### config.mk
export PLATFORM = sky130hd
export DESIGN_NAME = commit_trace_serializer
export DESIGN_NICKNAME = d
export VERILOG_FILES = /design/src/rtl/commit_trace_serializer.sv
export SDC_FILE = /design/constraint.sdc
export NUM_CORES = 1
export LEC_CHECK = 0
export CAP_MARGIN = 10
export CORE_UTILIZATION = 40
export CTS_CLUSTER_DIAMETER = 60
export DETAILED_ROUTE_END_ITERATION = 16
export MAX_ROUTING_LAYER = met4
export PLACE_DENSITY = 0.67
export SLEW_MARGIN = 30
export SYNTH_ARGS = -nofsm -noshare
export SYNTH_HDL_FRONTEND = slang
export SYNTH_SLANG_ARGS = --single-unit
### constraint.sdc
create_clock -name clock -period 12.97 [get_ports clock]
set_input_delay 3.891 -clock clock [delete_from_list [all_inputs] [get_ports clock]]
set_output_delay 3.891 -clock clock [all_outputs]
set_load 0.05 [all_outputs]
### src/rtl/commit_trace_serializer.sv
// ---------------------------------------------------------------------------
// commit_trace_serializer
//
// Collects up to NRET retired instructions per cycle from a superscalar
// commit stage and presents them one at a time to a lock-step checker.
// Valid channels of a cycle are compacted in ascending channel order into a
// circular FIFO. If a cycle arrives with no room for a full NRET group, every
// channel of that cycle is dropped. The block then enters a sticky overflow
// state and accepts nothing more until flush. Entries already queued can
// still drain.
//
// Optional feature (macro COMMIT_TRACE_SEQNUM_EN): each accepted commit is
// stamped with a 16-bit running sequence number. Reset and flush clear this
// number. Dropped commits do not advance it. Without the macro, out_seq is
// tied to zero and no sequence field is stored.
//
// Parameters:
//   NRET  - commit channels per cycle (1..4)
//   DEPTH - FIFO entries (power of two, >= 2*NRET)
//   XLEN  - pc/inst/cause width
//
// Ports:
//   clock      - sole clock, rising edge
//   reset      - asynchronous active-low reset
//   in_valid   - per-channel commit valid, bit i = channel i
//   in_pc      - channel i pc at [i*XLEN +: XLEN]
//   in_inst    - channel i instruction, same packing
//   in_trap    - channel i raised an exception
//   in_cause   - channel i exception cause, same packing
//   in_ready   - high when at least NRET entries are free and not overflowed
//   flush      - synchronous clear of FIFO, overflow and sequence counter
//   out_valid  - an entry is presented to the checker
//   out_ready  - checker accepts the presented entry
//   out_pc/out_inst/out_cause/out_trap/out_seq - presented entry
//   overflow   - sticky, a commit was dropped
// ---------------------------------------------------------------------------
module commit_trace_serializer #(
    parameter int NRET  = 2,
    parameter int DEPTH = 8,
    parameter int XLEN  = 32
) (
    input  logic                 clock,
    input  logic                 reset,
    input  logic [NRET-1:0]      in_valid,
    input  logic [NRET*XLEN-1:0] in_pc,
    input  logic [NRET*XLEN-1:0] in_inst,
    input  logic [NRET-1:0]      in_trap,
    input  logic [NRET*XLEN-1:0] in_cause,
    output logic                 in_ready,
    input  logic                 flush,
    output logic                 out_valid,
    input  logic                 out_ready,
    output logic [XLEN-1:0]      out_pc,
    output logic [XLEN-1:0]      out_inst,
    output logic [XLEN-1:0]      out_cause,
    output logic                 out_trap,
    output logic [15:0]          out_seq,
    output logic                 overflow
);

    localparam int AW = $clog2(DEPTH);
    localparam int CW = AW + 1;
    localparam logic [CW-1:0] DEPTH_C = CW'(DEPTH);
    localparam logic [CW-1:0] NRET_C  = CW'(NRET);

    typedef enum logic [1:0] {
        EMPTY,
        STREAM,
        OVF
    } state_t;

    state_t           r_state;
    state_t           w_stateNext;

    logic [XLEN-1:0]  r_memPc    [DEPTH];
    logic [XLEN-1:0]  r_memInst  [DEPTH];
    logic [XLEN-1:0]  r_memCause [DEPTH];
    logic [DEPTH-1:0] r_memTrap;

    logic [AW-1:0]    r_wrPtr;
    logic [AW-1:0]    r_rdPtr;
    logic [CW-1:0]    r_count;
    logic [CW-1:0]    w_countNext;
    logic             r_overflow;

    logic             w_anyValid;
    logic             w_enq;
    logic             w_drop;
    logic             w_deq;
    logic [CW-1:0]    w_enqNum;
    logic [AW-1:0]    w_slot [NRET];

`ifdef COMMIT_TRACE_SEQNUM_EN
    logic [15:0]      r_memSeq [DEPTH];
    logic [15:0]      r_seqCnt;
    logic [15:0]      w_seqStamp [NRET];
`endif

    // Handshake qualifiers. Flush overrides both sides of the FIFO in its
    // cycle. A cycle that cannot be taken as a whole is dropped as a whole.
    assign w_anyValid = |in_valid;
    assign in_ready   = (r_state != OVF) && ((DEPTH_C - r_count) >= NRET_C);
    assign w_enq      = w_anyValid && in_ready && !flush;
    assign w_drop     = w_anyValid && !in_ready && !flush;
    assign w_deq      = out_valid && out_ready && !flush;
    assign overflow   = r_overflow;

    // Compaction: each valid channel lands at the write pointer plus the
    // number of valid channels below it. The running count also gives the
    // total number of entries enqueued this cycle.
    always_comb begin
        w_enqNum = '0;
        for (int i = 0; i < NRET; i++) begin
            w_slot[i] = r_wrPtr + AW'(w_enqNum);
`ifdef COMMIT_TRACE_SEQNUM_EN
            w_seqStamp[i] = r_seqCnt + 16'(w_enqNum);
`endif
            if (in_valid[i]) begin
                w_enqNum = w_enqNum + CW'(1);
            end
        end
    end

    // Occupancy after this cycle: enqueue and dequeue may both happen in
    // the same cycle.
    always_comb begin
        w_countNext = r_count;
        if (flush) begin
            w_countNext = '0;
        end else begin
            w_countNext = r_count + (w_enq ? w_enqNum : '0) - {{(CW-1){1'b0}}, w_deq};
        end
    end

    // Next-state logic. Overflow is sticky until flush. Otherwise the state
    // follows whether the FIFO will hold anything after this cycle.
    always_comb begin
        w_stateNext = r_state;
        if (flush) begin
            w_stateNext = EMPTY;
        end else if (w_drop || (r_state == OVF)) begin
            w_stateNext = OVF;
        end else if (w_countNext != '0) begin
            w_stateNext = STREAM;
        end else begin
            w_stateNext = EMPTY;
        end
    end

    // Control state. Reset empties the FIFO at once by clearing the
    // occupancy, so stale storage contents are never presented.
    always_ff @(posedge clock or negedge reset) begin
        if (!reset) begin
            r_state    <= EMPTY;
            r_wrPtr    <= '0;
            r_rdPtr    <= '0;
            r_count    <= '0;
            r_overflow <= 1'b0;
`ifdef COMMIT_TRACE_SEQNUM_EN
            r_seqCnt   <= '0;
`endif
        end else begin
            r_state <= w_stateNext;
            r_count <= w_countNext;
            if (flush) begin
                r_wrPtr    <= '0;
                r_rdPtr    <= '0;
                r_overflow <= 1'b0;
`ifdef COMMIT_TRACE_SEQNUM_EN
                r_seqCnt   <= '0;
`endif
            end else begin
                if (w_enq) begin
                    r_wrPtr <= r_wrPtr + AW'(w_enqNum);
`ifdef COMMIT_TRACE_SEQNUM_EN
                    r_seqCnt <= r_seqCnt + 16'(w_enqNum);
`endif
                end
                if (w_deq) begin
                    r_rdPtr <= r_rdPtr + AW'(1);
                end
                if (w_drop) begin
                    r_overflow <= 1'b1;
                end
            end
        end
    end

    // Entry storage. This block needs no reset because occupancy alone
    // decides which slots are live.
    always_ff @(posedge clock) begin
        if (w_enq) begin
            for (int i = 0; i < NRET; i++) begin
                if (in_valid[i]) begin
                    r_memPc[w_slot[i]]    <= in_pc[i*XLEN +: XLEN];
                    r_memInst[w_slot[i]]  <= in_inst[i*XLEN +: XLEN];
                    r_memCause[w_slot[i]] <= in_cause[i*XLEN +: XLEN];
                    r_memTrap[w_slot[i]]  <= in_trap[i];
`ifdef COMMIT_TRACE_SEQNUM_EN
                    r_memSeq[w_slot[i]]   <= w_seqStamp[i];
`endif
                end
            end
        end
    end

    // Output view of the FIFO head. The fields are forced to zero while
    // nothing is presented, so an asynchronous reset clears them at once.
    assign out_valid = (r_state != EMPTY) && (r_count != '0);
    assign out_pc    = out_valid ? r_memPc[r_rdPtr]    : '0;
    assign out_inst  = out_valid ? r_memInst[r_rdPtr]  : '0;
    assign out_cause = out_valid ? r_memCause[r_rdPtr] : '0;
    assign out_trap  = out_valid ? r_memTrap[r_rdPtr]  : 1'b0;
`ifdef COMMIT_TRACE_SEQNUM_EN
    assign out_seq   = out_valid ? r_memSeq[r_rdPtr]   : 16'h0;
`else
    assign out_seq   = 16'h0;
`endif

endmodule

* Word-level counts from Yosys, hierarchy flattened
Memory sizes are Yosys's and may differ from the RTL's.
Index checks and enable logic that the tools add are counted.
** Cells by class
- Add/subtract/negate cells :: 7
- $mul :: 0
- Divide/modulo/power cells :: 0
- Magnitude comparators :: 6
- Equality and inequality tests :: 2
- Shift operators :: 0
- Muxes and demuxes :: 34
- Bitwise operators :: 0
- Reduce and logical (&&, ||, !) cells :: 20
** Operators with widths (count)
- $mux W32 :: 3
- $mux W8 :: 3
- $bwmux W8 :: 2
- $mux W1 :: 14
- $lt A3 B4 Y1 const B :: 3
- $mux W3 :: 4
- $mux W4 :: 3
- $logic_and A1 B1 Y1 :: 10
- $reduce_bool A2 Y1 :: 4
- $reduce_bool A4 Y1 :: 2
- $add A3 B3 Y3 :: 2
- $demux W1 S3 :: 2
- $ge A3 B1 Y1 const B :: 2
- $add A4 B1 Y4 const B :: 1
- $add A4 B4 Y4 :: 1
- $ge A4 B2 Y1 const B :: 1
- $mux W2 :: 2
- $sub A4 B1 Y4 :: 1
- $sub A4 B4 Y4 const A :: 1
- $add A3 B1 Y3 const B :: 1
- $bmux W1 S3 :: 1
- $eq A2 B2 Y1 const B :: 1
- $logic_not A1 Y1 :: 2
- $ne A2 B2 Y1 const B :: 1
- other kinds (2) :: 2
** Storage, ports and cells
- Bits in registers :: 21
- Latch bits :: 0
- Bits in writable memories :: 768
- Memory bits (read-only) :: 0
- Input port bits :: 200
- Output and inout bits :: 116
- Logic and storage cells :: 78
- Memories kept :: 3
** Memory list
- r_memCause :: depth 8, bits a word 32, rd ports 1, clocked after memory_dff 0, write ports 2, RTL line 77 : logic [XLEN-1:0] r_memCause [DEPTH];
- r_memInst :: depth 8, bits a word 32, rd ports 1, clocked after memory_dff 0, write ports 2, RTL line 76 : logic [XLEN-1:0] r_memInst [DEPTH];
- r_memPc :: depth 8, bits a word 32, rd ports 1, clocked after memory_dff 0, write ports 2, RTL line 75 : logic [XLEN-1:0] r_memPc [DEPTH];

* Depth between registers and ports, before layout
Gate-level depths: netlist of the first run.
- Word-level depth :: 13
- Gate-level depth with buffers :: 16
- Depth with buffers taken out :: 14

* Worst setup path after synthesis of the first run
OpenSTA, ideal clock, no wires.
- Path kind :: input to register
- Start point :: input in_valid[0]
- End point :: memory r_memCause[7][0] (enable)
- Library setup time :: 0.582 ns
- Arrival time :: 9.558 ns
- Data required time :: 12.388 ns
- Slack :: 2.830 ns
- Stages on the path :: 7
- Path buffers :: 1
- Path through :: inv_1 -> ha_1 -> nor2_1 -> nand2_2 -> a21o_1 -> clkbuf_1 -> a21oi_1
** RTL lines
- start, declared :: RTL line 44 : input logic [NRET-1:0] in_valid,
- end, declared :: RTL line 77

* Worst setup path in the final report of the first run
- Start point :: register r_count[0]
- End point :: output out_pc[31]
** Between the ends
- Longest elaborated chain between the ends :: 3
** RTL lines
- start, declared :: RTL line 82 : logic [CW-1:0] r_count;
- start signal, assigned :: RTL line 164 : r_count <= w_countNext;
- $reduce_bool A4 Y1 :: RTL line 209 : assign out_valid = (r_state != EMPTY) && (r_count != '0);
- $logic_and A1 B1 Y1 :: RTL line 209
- $mux W32 :: RTL line 210 : assign out_pc = out_valid ? r_memPc[r_rdPtr] : '0;
- end, declared :: RTL line 53 : output logic [XLEN-1:0] out_pc,
Every way passes these cells.

==> flow_summary.yaml, run 1 <==
outcome:
  run_status: "complete, no violations"
cts:
  tritoncts.num_buffers: 93
  cts_setup_buffers: 0
  htree_levels: 3
  cts_hold_buf: 0
  cts_tree: "done"
  cts.sinks: 789
  cts_root_buf: "clkbuf_16"
  clk_pin_slew_ps: 50
  worstSkewPairLatency_ps: 660
  cts.path.max_buffers: 3
  cts_resized: 0
synth:
  yosysTopAreaCellShare_pct: 58.21
  synth_compound_area_share_pct: 0.6751
  yosysSeqAreaShare_pct: 59.03
  synth_ff_type: "edfxtp_1"
  async_flop_share_pct: 1.648
  syn_area_per_cell_um2: 17.78
  yosysUniqueCellTypes: 40
  synth_mux_area_share_pct: 35.35
  netlist_instances: 2252
  syn_area_um2: 40030
  synth_largest_area_cell: "edfxtp_1"
  synth_xor_area_share_pct: 0.1532
  synth_top_family_by_area: "multiplexers"
  synthTopCellsByArea: "edfxtp_1 58%, mux2_2 21%, mux4_2 11%"
  yosysWarningCount: 0
  synthSimpleGateAreaFrac_pct: 1.660
  synth-seq-cells: 789
  synthAdderAreaFrac_pct: 0.5376
  synth-edff-count: 776
worst_setup_path:
  critPathBufInv: 4
  path_class: "reg2out"
  crit_start: "r_count[0]"
  startpoint_type: "register"
  required_ps: 9080
  r2r-start: "r_wrPtr[0]"
  max_stage_delay_ps: 880
  critPathTopFamily: "buffers and inverters"
  r2r_end: "r_memCause[4][16]"
  cp-end-kind: "output port"
  ff2ff_setup_slack_ps: 8720
  arrival_ps: 4140
  cpMostUsedCell: "buf_4"
  crit_path_top_delay_cell: "buf_4"
  rr_worst_depth: 8
  crit_fanout: 56
  path_cells: "inv_1, ha_1, nand2_1, o21ai_4, buf_4, buf_4, nor2_1, clkdlybuf4s50_1"
global_route:
  antenna_found_initial: 24
  grt_max_degree: 103
  grt_overflow: 0
  grt_usage_pct: 21.88
  grt_pass1_vias: 24400
  grt_pass1_wl_um: 159600
routing:
  detail_route.wl_per_cell_um: 27.56
  firstDrtPassIters: 5
  vias: 22120
  vias_per_cell: 5.633
  drt_iter0_markers: 1481
  final_antenna_net_count: 0
  drc_errors: 0
  drt-total-wl_um: 108200
sta:
  finalHoldViolations: 0
  relSlewSlack_pct: 32.28
  timing.fmax_mhz: 124.5
  period_share_pct: 61.93
  period_minus_slack_ps: 8033
  drv_slew: 0
  fin_setup_tns_ps: 0
  setup_viol: 0
  finalClockSkew_ps: 19.08
  rsz0062_at_grt: "false"
  worst_pin_slew_ps: 1016
layout:
  area_delta_synth_final_pct: 18.16
  nets: 2756
  final_cell_mix: "776 x edfxtp_1, 731 x mux2_2, 299 x clkdlybuf4s50_1"
  layout_commonest_cell: "edfxtp_1"
  final_cell_area_um2: 47300
  drive_above_1_share_pct: 42.91
power_and_ir_drop:
  p_int_mw: 5.759
  p_sw_mw: 2.987
  p_clk_share_pct: 28.7
  p_per_area_nw_per_um2: 184.9
  leakagePower_nw: 14.64
  p_seq_share_pct: 37.0
  p_comb_share_pct: 34.4
  vdd_drop_max_v: 0.0001278
  p_sw_share_pct: 34.15
job:
  cap_violations: 0
worst_hold_path:
  min_path_type: "reg2reg"
  min_to: "overflow"
  hold_path_depth: 2
  min_from: "overflow"
place:
  port_buffers: 299
  gp_congestion: 0.7798
  placed_area_um2: 44210
  hpwl_um: 58610
floorplanning:
  initial_core_util_pct: 40.55
  dieArea_um2: 101300
  coreArea_um2: 98710
  boundaryPins: 316
  die_x_um: 318.3
  die_h_um: 318.3
  rows: 115
==> synth_stat cells (3+ instances only) <==
cell type / n
dfrtp_1: 13
nand3b_1: 3
a211oi_4: 5
mux2_2: 731
buf_2: 62
buf_1: 11
clkbuf_1: 39
mux4_2: 194
xor2_1: 3
edfxtp_1: 776
nand3_1: 4
buf_4: 35
ha_1: 14
nor2_1: 109
a21oi_1: 15
mux2_1: 40
nor2b_1: 6
nand2b_1: 6
inv_1: 13
nand2_1: 15
xnor2_1: 4
buf_6: 20
a211oi_2: 3
mux2i_1: 110
==> how the worst max path moves through the flow <==
stage / slack, ps / cells past startpoint / endpoint
after floorplan: 2830 / 7 / r_memCause[7][0]
after global placement: 4670 / 9 / r_memCause[4][10]
after detailed placement: 4720 / 9 / r_memCause[6][13]
after CTS: 4790 / 8 / out_pc[31]
after global routing: 4690 / 8 / out_pc[31]
final: 4940 / 8 / out_pc[31]
==> per-stage QoR <==
step / power, mW / utilization (%) / setup WS, ps / std cells / hold slack [ps]
3_3_place_gp: 6.283 / 44.78 / 4669 / 3728 / 479.4
3_5_place_dp: 6.329 / 44.79 / 4725 / 3728 / 536.3
6_report: 8.746 / 47.92 / 4937 / 3927 / 542.2
2_1_floorplan: 5.332 / - / 2830 / 2267 / 605.4
5_1_grt: 9.071 / 47.91 / 4687 / 3926 / 558.0
4_1_cts: 8.846 / 47.75 / 4792 / 3900 / 551.1
==> registers in the layout, indices dropped and copies added, names as in the netlist <==
| register | count |
|---|---|
| r_memCause | 256 |
| r_memInst | 256 |
| r_memPc | 256 |
| r_memTrap | 8 |
| r_count | 4 |
| r_rdPtr | 3 |
| r_wrPtr | 3 |
| r_state | 2 |
| overflow | 1 |
==> routing by layer <==
metal / global-route usage (%) / up-vias / part of all wire (%)
met1: 25.60 / 11730 / 40
li1: - / 9681 / -
met4: 6.023 / 0 / 2.5
met5: - / - / 0
met3: 3.943 / 173 / 4.7
met2: 38.46 / 539 / 52
==> power groups by stage <==
stage	Clock (mW)	Sequential (mW)	Combinational, mW
2_1_floorplan	0	3.27	2.06
3_3_place_gp	0	3.27	3.01
3_5_place_dp	0	3.29	3.04
4_1_cts	2.56	3.24	3.05
5_1_grt	2.64	3.26	3.17
6_report	2.51	3.23	3.00
==> area by class of cell <==
| type | instances | area, um2 |
|---|---|---|
| antenna | 23 | 57.56 |
| clock buffer | 118 | 2485 |
| clock inverter | 54 | 435.4 |
| fill | 8346 | 51410 |
| inverter | 13 | 48.80 |
| multi-input combinational | 1298 | 15550 |
| sequential | 789 | 23640 |
| tap | 1287 | 1610 |
| timing repair buffer | 345 | 3467 |
==> cell families (layout without fill, tap and decap cells) <==
kind of cell	count (synthesis)	after routing
multiplexers	1075	1075
flip-flops	789	789
buffers and inverters	180	530
AND/OR/NAND/NOR	153	153
AO/OA/AOI/OAI	31	31
adder cells (fa/ha/maj)	16	16
XOR/XNOR	7	7
other	1	39
==> tightest hold or removal path: cells and delay by family, from the launching register on <==
| family | cells | cell delay, ps |
|---|---|---|
| simple gates | 1 | 80 |
| compound gates | 1 | 70 |
| flops | 1 | 350 |
Power figures use the tool's default switching activity.
==> inputs of run 2 (changes only) <==
--- a/config.mk
+++ b/config.mk
@@ -10,7 +10,7 @@
 export CTS_CLUSTER_DIAMETER = 60
 export DETAILED_ROUTE_END_ITERATION = 16
 export MAX_ROUTING_LAYER = met4
-export PLACE_DENSITY = 0.67
+export PLACE_DENSITY = 0.7
 export SLEW_MARGIN = 30
 export SYNTH_ARGS = -nofsm -noshare
 export SYNTH_HDL_FRONTEND = slang
==> constraint.sdc (replaced) <==
create_clock -name clock -period 7 [get_ports clock]
set_input_delay 2.1 -clock clock [delete_from_list [all_inputs] [get_ports clock]]
set_output_delay 2.1 -clock clock [all_outputs]
set_load 0.05 [all_outputs]
==> run 2 against run 1 <==
Effect of this change:
- sequential power grew 86%
- sequential cell count is the same
- critical path type unchanged
- clock skew grew 0.74 ps
- critical endpoint is now out_cause[4]
- highest routed layer unchanged
- critical path depth shrank 3
- clock power grew 93%
- routed wire length grew 1.5%
==> flow_summary.yaml, run 2 (synthesis gave the netlist of run 1 again) <==
outcome:
  run_status: "complete, no violations"
cts:
  htree_levels: 3
  cts.sinks: 789
  cts.path.max_buffers: 3
  cts_root_buf: "clkbuf_16"
  cts_hold_buf: 0
  tritoncts.num_buffers: 97
  cts_setup_buffers: 0
  worstSkewPairLatency_ps: 680
  cts_resized: 0
  clk_pin_slew_ps: 60
  cts_tree: "done"
sta:
  worst_pin_slew_ps: 1022
  timing.fmax_mhz: 169.5
  finalHoldViolations: 0
  rsz0062_at_grt: "false"
  hold_ws_ps: 537.5
  relSlewSlack_pct: 31.84
  drv_slew: 0
  period_share_pct: 84.29
  setup_viol: 0
  finalClockSkew_ps: 19.82
  worst_slack_ps: 1099
  period_minus_slack_ps: 5901
worst_setup_path:
  cp-end-kind: "output port"
  startpoint_type: "register"
  required_ps: 4900
  path_class: "reg2out"
  crit_fanout: 50
  arrival_ps: 3800
place:
  place_inst: 3743
  port_buffers: 299
  gp_congestion: 0.7744
  place_ws_ps: 741.4
  placed_area_um2: 44540
  hpwl_um: 58690
routing:
  drc_errors: 0
  firstDrtPassIters: 5
  drt_iter0_markers: 1604
  drt-total-wl_um: 109800
  detail_route.wl_per_cell_um: 27.90
  vias: 22380
  final_antenna_net_count: 0
  vias_per_cell: 5.685
layout:
  layout_commonest_cell: "edfxtp_1"
  regArea_um2: 23640
  nets: 2771
  final_cell_mix: "776 x edfxtp_1, 731 x mux2_2, 299 x clkdlybuf4s50_1"
  drive_above_1_share_pct: 43.63
  final_cell_area_um2: 47670
  area_delta_synth_final_pct: 19.09
  fill_cells: 8222
  finalNonFillerCells: 3937
  multiInputGateArea_um2: 15550
floorplanning:
  initial_core_util_pct: 40.55
  die_x_um: 318.3
  dieArea_um2: 101300
  boundaryPins: 316
  die_h_um: 318.3
  rows: 115
  coreArea_um2: 98710
power_and_ir_drop:
  p_per_area_nw_per_um2: 346.3
  vdd_drop_max_v: 0.0002872
  leakagePower_nw: 14.83
global_route:
  grt_pass1_wl_um: 163300
  antenna_found_initial: 13
  grt_usage_pct: 22.44
  grt_max_degree: 82
  grt_overflow: 0
  grt_pass1_vias: 24740
job:
  cap_violations: 0
worst_hold_path:
  min_path_type: "reg2reg"
## run 2: metrics by stage
stage	TNS (ps)	total power, mW	utilization (%)
2_1_floorplan	-1036210	9.880	-
5_1_grt	0	17.10	48.30
3_3_place_gp	0	11.70	45.12
4_1_cts	0	16.66	48.26
3_5_place_dp	0	11.80	45.12
6_report	0	16.51	48.30
## run 2: final timing paths
path	slack [ps]	start	cells past startpoint	endpoint
max	1100	r_rdPtr[1]	5	out_cause[4]
max in group asynchronous	4740	reset	1	r_rdPtr[0]
min reg2reg	540	overflow	2	overflow
max reg2reg	2740	r_state[1]	12	r_state[0]
min	540	overflow	2	overflow
min in group asynchronous	1810	reset	1	r_rdPtr[2]
## run 2: report_power, final
group	switching [mW]	internal (mW)
Combinational	3.44	2.20
Clock	2.10	2.75
Sequential	0.209	5.81
Total	5.75	10.8
## run 2: cell type report
class                           count  share of cell area, %
Tap cell                         1287                  3.378
Inverter                           13                 0.1024
Timing Repair Buffer              356                  7.735
Clock buffer                      119                  5.265
Clock inverter                     61                  1.234
Antenna cell                       14                0.07349
Multi-Input combinational cell   1298                  32.63
Sequential cell                   789                  49.59
## run 2: layer usage
| layer | up-vias | track usage (%) | share of wire [%] |
|---|---|---|---|
| met5 | - | - | 0 |
| met4 | 0 | 6.592 | 2.3 |
| met3 | 180 | 4.496 | 6.5 |
| met2 | 767 | 38.06 | 51 |
| met1 | 11740 | 27.02 | 40 |
| li1 | 9690 | - | - |
## run 2: critical path, cell delays in order, from the launching register on
cell and delay, ps:
dfrtp_4 1100, buf_4 500, mux4_2 260, mux2i_1 60
nor2_1 300, clkdlybuf4s50_1 870
